<file path="config.mk">
export PLATFORM = sky130hd
export DESIGN_NAME = fetch_unit_flat
export DESIGN_NICKNAME = d
export VERILOG_FILES = /design/src/rtl/fetch_unit_pkg.sv /design/src/rtl/fetch_unit_if.sv /design/src/rtl/fetch_unit_if_id_reg.sv /design/src/rtl/fetch_unit.sv /design/src/flat_wrapper.sv
export SDC_FILE = /design/constraint.sdc
export NUM_CORES = 1
export LEC_CHECK = 0
export CAP_MARGIN = 20
export CORE_AREA = 2 2 144 146
export CTS_CLUSTER_SIZE = 24
export DETAILED_ROUTE_END_ITERATION = 10
export DIE_AREA = 0 0 146 148
export PLACE_DENSITY = 0.64
export SETUP_SLACK_MARGIN = 0.02
export SYNTH_ARGS = -nofsm -noshare
export SYNTH_HDL_FRONTEND = slang
export SYNTH_SLANG_ARGS = --single-unit
</file>
<file path="constraint.sdc">
create_clock -name clk -period 3.2 [get_ports clk]
set_input_delay 0.64 -clock clk [delete_from_list [all_inputs] [get_ports clk]]
set_output_delay 0.64 -clock clk [all_outputs]
set_load 0.05 [all_outputs]
</file>
<file path="src/rtl/fetch_unit_pkg.sv">
// Shared fetch-stage constants, FSM state type and small helpers.
package fetch_unit_pkg;

    localparam int          WORD_WIDTH  = 32;
    localparam logic [31:0] PCBASE      = 32'h0000_0000;

    localparam logic [8:0]  EXC_NONE    = 9'h000;
    localparam logic [8:0]  EXC_ADEL_IF = 9'h002;

    localparam logic [31:0] INSTR_NOP   = 32'h0000_0000;

    typedef enum logic [1:0] {
        ST_FETCH   = 2'd0,
        ST_HOLD    = 2'd1,
        ST_DISCARD = 2'd2
    } fetch_state_e;

    // A fetch address is word-aligned only when its two low bits are zero.
    function automatic logic is_misaligned(input logic [1:0] lsb);
        return lsb != 2'b00;
    endfunction

endpackage

</file>
<file path="src/rtl/fetch_unit_if.sv">
// Instruction-memory request/response bus between the fetch stage and imem.
interface fetch_unit_if
    import fetch_unit_pkg::*;
#(
    parameter int WIDTH = WORD_WIDTH
);
    logic             imem_req;
    logic [WIDTH-1:0] imem_addr;
    logic             imem_rvalid;
    logic [WIDTH-1:0] imem_rdata;

    modport master (
        output imem_req,
        output imem_addr,
        input  imem_rvalid,
        input  imem_rdata
    );

    modport slave (
        input  imem_req,
        input  imem_addr,
        output imem_rvalid,
        output imem_rdata
    );
endinterface

</file>
<file path="src/rtl/fetch_unit_if_id_reg.sv">
// IF/ID pipeline register: flush beats stall, stall beats load, otherwise bubble.
// A bubble clears valid and the exception code; instr/pc are left as they were.
module if_id_reg
    import fetch_unit_pkg::*;
#(
    parameter int WIDTH = WORD_WIDTH
) (
    input  logic             clk,
    input  logic             rst,
    input  logic             flush_i,
    input  logic             stall_i,
    input  logic             load_i,
    input  logic [WIDTH-1:0] instr_i,
    input  logic [WIDTH-1:0] pc_i,
    input  logic [8:0]       exc_i,
    output logic             valid_o,
    output logic [WIDTH-1:0] instr_o,
    output logic [WIDTH-1:0] pc_o,
    output logic [8:0]       exc_o
);

    logic             valid_q;
    logic [WIDTH-1:0] instr_q;
    logic [WIDTH-1:0] pc_q;
    logic [8:0]       exc_q;

    // Prioritised update of the pipeline register.
    always_ff @(posedge clk) begin
        if (rst) begin
            valid_q <= 1'b0;
            instr_q <= '0;
            pc_q    <= '0;
            exc_q   <= EXC_NONE;
        end else if (flush_i) begin
            valid_q <= 1'b0;
            exc_q   <= EXC_NONE;
        end else if (stall_i) begin
            valid_q <= valid_q;
        end else if (load_i) begin
            valid_q <= 1'b1;
            instr_q <= instr_i;
            pc_q    <= pc_i;
            exc_q   <= exc_i;
        end else begin
            valid_q <= 1'b0;
            exc_q   <= EXC_NONE;
        end
    end

    assign valid_o = valid_q;
    assign instr_o = instr_q;
    assign pc_o    = pc_q;
    assign exc_o   = exc_q;

endmodule

</file>
<file path="src/rtl/fetch_unit.sv">
// Instruction-fetch stage: issues the imem request for pc, parks a completed
// fetch while decode stalls, and drains a flushed in-flight transaction.
//
//   state   | meaning
//   --------+-----------------------------------------------------------
//   FETCH   | requesting pc (or completing a misaligned pc immediately)
//   HOLD    | completed fetch parked in the buffer, decode stalled
//   DISCARD | flushed request still outstanding; its response is dropped
module fetch_unit
    import fetch_unit_pkg::*;
#(
    parameter int WIDTH = WORD_WIDTH
) (
    input  logic               clk,
    input  logic               rst,
    input  logic [WIDTH-1:0]   pc,
    input  logic               stall_d,
    input  logic               flush,
    fetch_unit_if.master       imem,
    output logic               installF,
    output logic               valid_d,
    output logic [WIDTH-1:0]   instr_d,
    output logic [WIDTH-1:0]   pc_d,
    output logic [8:0]         exception_d
);

    fetch_state_e     state_q;
    logic [WIDTH-1:0] buf_instr_q;
    logic [WIDTH-1:0] buf_pc_q;
    logic [8:0]       buf_exc_q;
    logic [WIDTH-1:0] disc_addr_q;

    logic             misal;
    logic             done;
    logic             load;
    logic [WIDTH-1:0] live_instr;
    logic [8:0]       live_exc;
    logic [WIDTH-1:0] ld_instr;
    logic [WIDTH-1:0] ld_pc;
    logic [8:0]       ld_exc;

    assign misal = is_misaligned(pc[1:0]);
    assign done  = (state_q == ST_FETCH) && (imem.imem_rvalid || misal);
    assign load  = !flush && !stall_d && (done || (state_q == ST_HOLD));
    assign installF = !(load || flush);

    // A misaligned pc never reaches memory; it yields a NOP tagged with the fetch exception.
    assign live_instr = misal ? WIDTH'(INSTR_NOP) : imem.imem_rdata;
    assign live_exc   = misal ? EXC_ADEL_IF : EXC_NONE;

    assign ld_instr = (state_q == ST_HOLD) ? buf_instr_q : live_instr;
    assign ld_pc    = (state_q == ST_HOLD) ? buf_pc_q    : pc;
    assign ld_exc   = (state_q == ST_HOLD) ? buf_exc_q   : live_exc;

    // Request drive: DISCARD keeps the flushed address on the bus until it answers.
    always_comb begin
        imem.imem_req  = 1'b0;
        imem.imem_addr = pc;
        unique case (state_q)
            ST_FETCH: begin
                imem.imem_req  = !misal;
                imem.imem_addr = pc;
            end
            ST_HOLD: begin
                imem.imem_req  = 1'b0;
                imem.imem_addr = pc;
            end
            ST_DISCARD: begin
                imem.imem_req  = 1'b1;
                imem.imem_addr = disc_addr_q;
            end
            default: begin
                imem.imem_req  = 1'b0;
                imem.imem_addr = pc;
            end
        endcase
    end

    // Fetch sequencing, park buffer and discard address.
    always_ff @(posedge clk) begin
        if (rst) begin
            state_q     <= ST_FETCH;
            buf_instr_q <= '0;
            buf_pc_q    <= '0;
            buf_exc_q   <= EXC_NONE;
            disc_addr_q <= '0;
        end else begin
            unique case (state_q)
                ST_FETCH: begin
                    if (done && stall_d && !flush) begin
                        state_q     <= ST_HOLD;
                        buf_instr_q <= live_instr;
                        buf_pc_q    <= pc;
                        buf_exc_q   <= live_exc;
                    end else if (!misal && !imem.imem_rvalid && flush) begin
                        state_q     <= ST_DISCARD;
                        disc_addr_q <= pc;
                    end
                end
                ST_HOLD: begin
                    if (flush || load) begin
                        state_q <= ST_FETCH;
                    end
                end
                ST_DISCARD: begin
                    if (imem.imem_rvalid) begin
                        state_q <= ST_FETCH;
                    end
                end
                default: state_q <= ST_FETCH;
            endcase
        end
    end

    if_id_reg #(
        .WIDTH(WIDTH)
    ) u_if_id (
        .clk     (clk),
        .rst     (rst),
        .flush_i (flush),
        .stall_i (stall_d),
        .load_i  (load),
        .instr_i (ld_instr),
        .pc_i    (ld_pc),
        .exc_i   (ld_exc),
        .valid_o (valid_d),
        .instr_o (instr_d),
        .pc_o    (pc_d),
        .exc_o   (exception_d)
    );

endmodule

</file>
<file path="src/flat_wrapper.sv">
// flat-port wrapper written by rule: the top's interface ports become plain ports
module fetch_unit_flat import fetch_unit_pkg::*;
#(
    parameter int WIDTH = WORD_WIDTH
)
  (clk, rst, pc, stall_d, flush, installF, valid_d, instr_d, pc_d, exception_d, imem_imem_req, imem_imem_addr, imem_imem_rvalid, imem_imem_rdata);
  fetch_unit_if #(.WIDTH(WIDTH)) imem_i ();
  input  logic clk;
  input  logic rst;
  input  logic [WIDTH-1:0] pc;
  input  logic stall_d;
  input  logic flush;
  output logic installF;
  output logic valid_d;
  output logic [WIDTH-1:0] instr_d;
  output logic [WIDTH-1:0] pc_d;
  output logic [8:0] exception_d;
  output wire logic [$bits(imem_i.imem_req)-1:0] imem_imem_req;
  output wire logic [$bits(imem_i.imem_addr)-1:0] imem_imem_addr;
  input wire logic [$bits(imem_i.imem_rvalid)-1:0] imem_imem_rvalid;
  input wire logic [$bits(imem_i.imem_rdata)-1:0] imem_imem_rdata;
  assign imem_imem_req = imem_i.imem_req;
  assign imem_imem_addr = imem_i.imem_addr;
  assign imem_i.imem_rvalid = imem_imem_rvalid;
  assign imem_i.imem_rdata = imem_imem_rdata;
  fetch_unit #(.WIDTH(WIDTH)) u_core (.clk(clk), .rst(rst), .pc(pc), .stall_d(stall_d), .flush(flush), .imem(imem_i), .installF(installF), .valid_d(valid_d), .instr_d(instr_d), .pc_d(pc_d), .exception_d(exception_d));
endmodule
</file>
Word level (Yosys, flattened, before mapping)
Cells that the tools add are included.
{"block": "word_totals", "reg_bits": 181, "in_bits": 69, "out_inout_bits": 108, "wordCells": 53}
{"block": "classes", "n_eq_ne": 5, "mux": 14, "bitwise_logic": 3, "reduce_logical": 22}
{"cell": "32-bit two-way mux", "count": 4}
{"cell": "9-bit two-way mux", "count": 2}
{"cell": "2-bit two-way mux", "count": 5}
{"cell": "3-bit AND reduction", "count": 3}
{"cell": "1-bit logical AND", "count": 7}
{"cell": "2-bit one-hot mux with 3 select lines", "count": 1}
{"cell": "1-bit logical NOT", "count": 5}
{"cell": "1-bit logical OR", "count": 3}
{"cell": "3-bit inequality test (second input constant)", "count": 1}
{"cell": "1-bit inverter", "count": 3}
{"cell": "2-bit by 1-bit equality test with 1-bit output (second input constant)", "count": 1}
{"cell": "2-bit equality test (second input constant)", "count": 1}
{"cell": "2-bit logical NOT", "count": 1}
{"cell": "2-bit by 1-bit inequality test with 1-bit output (second input constant)", "count": 1}
{"cell": "2-bit inequality test (second input constant)", "count": 1}
{"cell": "1-bit one-hot mux with 2 select lines", "count": 1}
{"cell": "2-bit AND reduction", "count": 1}
{"cell": "2-bit nonzero test", "count": 1}
{"cell": "2-bit OR reduction", "count": 1}
{"cell": "1-bit two-way mux", "count": 1}

Longest topological paths before layout
Gate-level depths: netlist of the first run.
{"block": "logic_depth", "depth_word": 8, "mapped_depth": 7}

By module
From an unflattened synthesis of the first run, not the netlist that was laid out.
{"block": "unflattened", "hier_cells": 847, "area_unflattened_um2": 8493.1}
{"mod": "fetch_unit", "instances": 1, "cells_per_inst": 525, "area_each_um2": 5168.7, "seq_area_each_um2": 1981.9}
{"mod": "if_id_reg", "instances": 1, "cells_per_inst": 322, "area_each_um2": 3324.4, "seq_area_each_um2": 1481.4}

Worst setup path after synthesis of the first run
No wires, ideal clock.
{"block": "synth_path", "path_kind": "input port to output port", "startpoint": "input port pc[0]", "endpoint": "output port installF", "arrival_ps": 2511, "required_ps": 2560, "slack_ps": 49, "path_stages": 6, "path_buffers": 4, "cell_sequence": "buf_6 or4_1 clkbuf_1 buf_2 buf_1 a21oi_1"}
{"block": "synth_via", "elab_chain_cells": 7}
{"item": "from (decl)", "line_no": "flat_wrapper.sv:10", "source": "input logic [WIDTH-1:0] pc;"}
{"item": "2-bit nonzero test", "line_no": "fetch_unit_pkg.sv:20", "source": "return lsb != 2'b00;"}
{"item": "1-bit logical OR", "line_no": "fetch_unit.sv:43", "source": "assign done = (state_q == ST_FETCH) && (imem.imem_rvalid || misal);"}
{"item": "1-bit logical AND", "line_no": "fetch_unit.sv:43"}
{"item": "1-bit logical OR", "line_no": "fetch_unit.sv:44", "source": "assign load = !flush && !stall_d && (done || (state_q == ST_HOLD));"}
{"item": "1-bit logical AND", "line_no": "fetch_unit.sv:44"}
{"item": "1-bit logical OR", "line_no": "fetch_unit.sv:45", "source": "assign installF = !(load || flush);"}
{"item": "1-bit logical NOT", "line_no": "fetch_unit.sv:45"}
{"item": "to (decl)", "line_no": "flat_wrapper.sv:13", "source": "output logic installF;"}
No other way between the ends.

Worst setup path after layout of the first run
Same ends and word-level chain as after synthesis.

==> summary.txt, run 1 <==
Layout
  – Number of diodes: 0
  – Commonest non-fill, non-tap cell in the layout: dfxtp_1
  – Final layout net count: 1063
  – Finished Layout Cells: 1277
  – Most frequent cells in the layout: dfxtp_1, clkdlybuf4s50_1, a21oi_1
  – Share of cells above drive strength 1: 0.191
  – Layout Utilization: 0.512
  – Fillers: 1934
  – Layout area overhead: 29.8%

STA
  – Headroom to the max-slew limit: 0.265
  – Setup ws final: 0.245 ns
  – FMAX: 0.338 GHz
  – Minimum clock period: 2.96 ns
  – Period utilisation layout: 0.923
  – Sum Neg Setup Slack: 0 ns
  – Final setup fails: 0
  – Hold slack: 0.469 ns
  – Final hold vios: 0
  – Max Slew Vio Count: 0
  – RSZ-0062 raised after global routing: false
  – Least-Margin Pin Slew: 1.10 ns
  – Layout Skew: 0.00829 ns

Synth
  – Async SR Flop Fraction: 0
  – Mean Syn Cell Area: 8.95 um^2
  – Ys Warns: 0
  – Mapped Cells: 884
  – Main synth FF type: dfxtp_1
  – Yosys reg bits: 165
  – Post-synth EDFFs: 0
  – Syn Std Cell Area: 7910 um^2
  – Synth unique cells: 34
  – Sequential area share after synthesis: 0.417

Placed design
  – Port Buffer Count: 168
  – Gpl congestion: 0.723
  – DP HPWL: 13200 um
  – Pre-CTS setup slack: 0.187 ns
  – Dpl cells: 1245

CTS
  – Root Buffer: clkbuf_16
  – CTS sink count: 165
  – Hold_buf cts: 0
  – Clk buf depth: 2
  – Inserted Clock Buffers: 17
  – CTS tree: yes
  – Clk_lat worst skew: 0.42 ns
  – H-Tree Level Count: 4
  – Post-CTS Resized: 0
  – Reg clk slew, reported paths: 0.07 ns
  – Setup Fix Bufs, Post-CTS: 0

Global route
  – Vias in the first global route: 6522
  – Initial antenna violation count: 0
  – Global-route wire length before repair: 35600 um
  – Overall Global Routing Usage: 0.203
  – Total grt overflow: 0
  – Largest net degree at the start of global routing: 82

Detailed routing
  – WL final: 22000 um
  – Initial DRT Pass Iterations: 5
  – Via-per-instance ratio: 5.39
  – Antenna Nets Post-Route: 0
  – DRT iter0 DRCs: 422
  – Drt wl/cell: 17.3 um
  – Via Count: 6881
  – DRC viols: 0

Floorplan
  – Core Box Area: 20000 um^2
  – Chip height: 148 um
  – FP Rows: 52
  – Initial Util: 0.395
  – DIE AREA: 21600 um^2
  – IO Count: 177
  – Die width: 146 um

Critical path
  – WP data arrival: 2.32 ns
  – R2r startpoint: u_core.state_q[0]
  – Worst setup startpoint: pc[0]
  – Crit-path max cell delay: 0.68 ns
  – Crit-path cells: clkdlybuf4s50_1, or4_2, a21oi_1, buf_12
  – CP Data Required Time: 2.56 ns
  – Crit start category: primary input
  – WS Path Type: in -> out
  – Worst Reg-to-Reg Cells: 5
  – Slowest-stage cell, CP: or4_2
  – Worst setup EP type: output pin
  – Crit-path max FO: 2

Power and ir drop
  – PD cells: 524 nW/um^2
  – Worst vdd ir: 0.387 mV
  – Lkg Pwr: 3.35 nW

Hold path
  – Worst hold path class: reg -> reg
  – Hold path depth: 2
  – Min-delay src: u_core.disc_addr_q[10]

Run status
  – Outcome: finished clean

Job
  – Max cap viols: 0
## flip-flops by register name (all words and copies together), names as in the netlist
| register | cells |
|---|---|
| u_core.buf_instr_q | 32 |
| u_core.buf_exc_q | 1 |
| u_core.u_if_id.pc_o | 32 |
| u_core.u_if_id.valid_o | 1 |
| u_core.u_if_id.exc_o | 1 |
| u_core.buf_pc_q | 32 |
| u_core.u_if_id.instr_o | 32 |
| u_core.disc_addr_q | 32 |
| u_core.state_q | 2 |
## routing by layer
layer / global-route usage / routed length, um / vias to the layer above
met5: 0 / 0 / -
met4: 0.0709 / 391 / 0
met3: 0.0423 / 1180 / 26
met2: 0.343 / 10600 / 192
met1: 0.260 / 9830 / 3276
li1: - / - / 3387
## worst paths after layout
path         slack [ns]                 endpoint
max                0.24                 installF
min                0.47   u_core.disc_addr_q[10]
max reg2reg        0.74  u_core.u_if_id.pc_o[31]
min reg2reg        0.47   u_core.disc_addr_q[10]
## through the flow
| stage | cell area, um^2 | power (mW) |
|---|---|---|
| finish | 10300 | 5.38 |
| global route | 10300 | 5.62 |
| CTS | 10300 | 5.45 |
| detailed placement | 9690 | 3.41 |
| global placement | 9690 | 3.40 |
| floorplan | 7940 | 3.02 |
## report_power, final
part / switching (mW) / internal, mW / leakage (nW)
Sequential: 0.0470 / 2.15 / 1.34
Clock: 0.912 / 1.11 / 0.281
Combinational: 0.747 / 0.418 / 1.72
## logic make-up (layout without fill, tap and decap cells)
kind of cell / Yosys count / in the layout / share of synthesized area
compound gates: 266 / 266 / 0.248
buf+inv: 114 / 230 / 0.0708
flops: 165 / 165 / 0.417
mux: 62 / 62 / 0.0835
other cells: 1 / 8 / 0.000474
simple gates: 276 / 276 / 0.179
## final cells by class
class                           count  area, um^2  area share
Clock inverter                     14         140      0.0136
Tap cell                          270         338      0.0329
Inverter                            1        3.75    0.000366
Clock buffer                       18         439      0.0428
Multi-Input combinational cell    612        4120       0.401
Sequential cell                   165        3300       0.322
Timing Repair Buffer              197        1920       0.187
## Yosys cell counts (2+ instances only)
library cell  number  area share
a21oi_1          130       0.082
o21ai_0           58       0.037
nand2b_1          63       0.050
buf_1              5      0.0024
dfxtp_1          165        0.42
o21ai_1            8      0.0051
nor3b_1            3      0.0028
nor2b_1            3      0.0024
nand2_1           99       0.047
buf_2             13      0.0082
nor2_1             4      0.0019
buf_6             11       0.016
nand4_1           32       0.025
clkbuf_1          75       0.036
mux2i_1           30       0.038
a311oi_2          60        0.11
mux2_2            32       0.046
a311oi_1           4      0.0044
nand3_1           62       0.039
a211oi_1           2      0.0019
nor3_1             4      0.0025
buf_4              9      0.0085
## critical path, delay by kind of cell
family | cells | cell delay (ns)
and+or+nand+nor | 1 | 0.68
buffers and inverters | 2 | 0.61
AOI/OAI and AO/OA | 1 | 0.39
Power figures use the tool's default switching activity.
==> inputs of run 2 (changes only) <==
- CTS_CLUSTER_SIZE: 24 -> not set
==> results of run 2 <==
The final DEF is identical to that of run 1; final timing and power are the same.
==> inputs of run 3 (changes only) <==
- CORE_AREA: 2 2 144 146 -> 2 2 123 125
- DIE_AREA: 0 0 146 148 -> 0 0 125 127
- PLACE_DENSITY: 0.64 -> 0.84
==> run 3 against run 2 <==
  * Non-clock buffer count increased by 2
  * Utilization rose by 20 points
  * Combinational power is essentially flat
  * Clock skew barely moved
  * Highest routed layer unchanged
  * Routed wire length fell by 2.8%
  * Design area is 0.26% lower
  * Register-to-register slack improved by 0.27 ns
==> summary.txt, run 3 (synthesized netlist as in run 1, its figures left out) <==
Critical path
  – Crit start category: primary input
  – Worst path bufs/invs: 2
  – Worst Reg-to-Reg Cells: 4
  – Worst setup EP type: output pin
  – Crit path depth: 4
  – Crit-path max FO: 4
  – Crit-path leading delay family: simple AND/OR/NAND/NOR gates
  – Crit-path max cell delay: 0.73 ns
  – CP Data Required Time: 2.56 ns
  – Crit-path cells: clkdlybuf4s50_1, or4_2, a21oi_1, buf_12
  – Slowest-stage cell, CP: or4_2
  – WP data arrival: 2.30 ns
  – WS Path Type: in -> out

STA
  – Final hold vios: 0
  – Final setup fails: 0
  – Max Slew Vio Count: 0
  – Period utilisation layout: 0.918
  – Setup ws final: 0.263 ns
  – Layout Skew: 0.00866 ns
  – Minimum clock period: 2.94 ns
  – Headroom to the max-slew limit: 0.444
  – FMAX: 0.340 GHz
  – RSZ-0062 raised after global routing: false
  – Least-Margin Pin Slew: 0.832 ns
  – Sum Neg Setup Slack: 0 ns

Layout
  – Commonest non-fill, non-tap cell in the layout: dfxtp_1
  – Fillers: 1074
  – Share of cells above drive strength 1: 0.200
  – Most frequent cells in the layout: dfxtp_1, clkdlybuf4s50_1, a21oi_1
  – Final layout net count: 1065
  – Number of diodes: 0
  – Layout area overhead: 29.4%

Placed design
  – Port Buffer Count: 168
  – Gpl congestion: 0.787
  – Pre-CTS setup slack: 0.270 ns
  – DP HPWL: 13000 um

CTS
  – Clk_lat worst skew: 0.43 ns
  – Hold_buf cts: 0
  – CTS sink count: 165
  – Reg clk slew, reported paths: 0.06 ns
  – Post-CTS Resized: 0
  – Setup Fix Bufs, Post-CTS: 0
  – Inserted Clock Buffers: 17
  – Clk buf depth: 2
  – H-Tree Level Count: 4
  – Root Buffer: clkbuf_16
  – CTS tree: yes

Detailed routing
  – WL final: 21400 um
  – Antenna Nets Post-Route: 0
  – Via Count: 7265
  – DRC viols: 0
  – Via-per-instance ratio: 6.09
  – Drt wl/cell: 18.0 um
  – DRT iter0 DRCs: 751
  – Initial DRT Pass Iterations: 5

Global route
  – Overall Global Routing Usage: 0.264
  – Initial antenna violation count: 0
  – Vias in the first global route: 6843
  – Largest net degree at the start of global routing: 117
  – Total grt overflow: 0
  – Global-route wire length before repair: 34400 um

Power and ir drop
  – PD cells: 547 nW/um^2
  – Power, Total: 5.60 mW
  – Lkg Pwr: 3.41 nW
  – Worst vdd ir: 0.312 mV

Floorplan
  – FP Rows: 44
  – Core Box Area: 14400 um^2
  – DIE AREA: 15900 um^2
  – IO Count: 177
  – Chip height: 127 um
  – Initial Util: 0.549
  – Die width: 125 um

Hold path
  – Hold path depth: 2
  – Worst hold path class: reg -> reg

Job
  – Max cap viols: 0

Run status
  – Outcome: finished clean
## run 3: metrics by stage
step           std cells  area, um^2  hold slack, ns   util
4_1_cts             1193       10200           0.473  0.710
3_3_place_gp        1161        9590           0.455  0.665
6_report            1193       10200           0.470  0.710
2_1_floorplan        891        7940           0.445      -
5_1_grt             1193       10200           0.490  0.710
3_5_place_dp        1161        9590           0.458  0.665
## run 3: layout make-up
type	instances	area [um^2]	area share
clock buffer	23	508	0.0496
clock inverter	9	145	0.0142
timing repair buffer	199	1930	0.189
tap	184	230	0.0225
multi-input combinational	612	4120	0.402
sequential	165	3300	0.323
inverter	1	3.75	0.000367
## run 3: power breakdown
part | internal [mW] | switching [mW] | total [mW]
logic | 0.419 | 0.746 | 1.16
registers | 2.15 | 0.0554 | 2.20
clock network | 1.42 | 0.809 | 2.23
total | 3.99 | 1.61 | 5.60
## run 3: layer usage
metal | GRT usage | up-vias | routed length, um
met5 | 0 | - | 0
met4 | 0.0974 | 0 | 458
met3 | 0.0708 | 40 | 1650
met2 | 0.447 | 295 | 10500
met1 | 0.326 | 3531 | 8850
li1 | - | 3399 | -
## run 3: final timing paths
kind	start	slack, ns	endpoint
worst max register to register	u_core.state_q[0]	1.01	u_core.u_if_id.pc_o[25]
worst min register to register	u_core.disc_addr_q[7]	0.47	u_core.disc_addr_q[7]
worst max-delay path	pc[0]	0.26	installF
worst min-delay path	u_core.disc_addr_q[7]	0.47	u_core.disc_addr_q[7]
## run 3: worst reg2reg max path, cell delays in order (launching register included)
cell and delay, ns:
dfxtp_1 0.66, nor2b_4 0.81, buf_4 0.31, nand2_1 0.09, a311oi_2 0.24
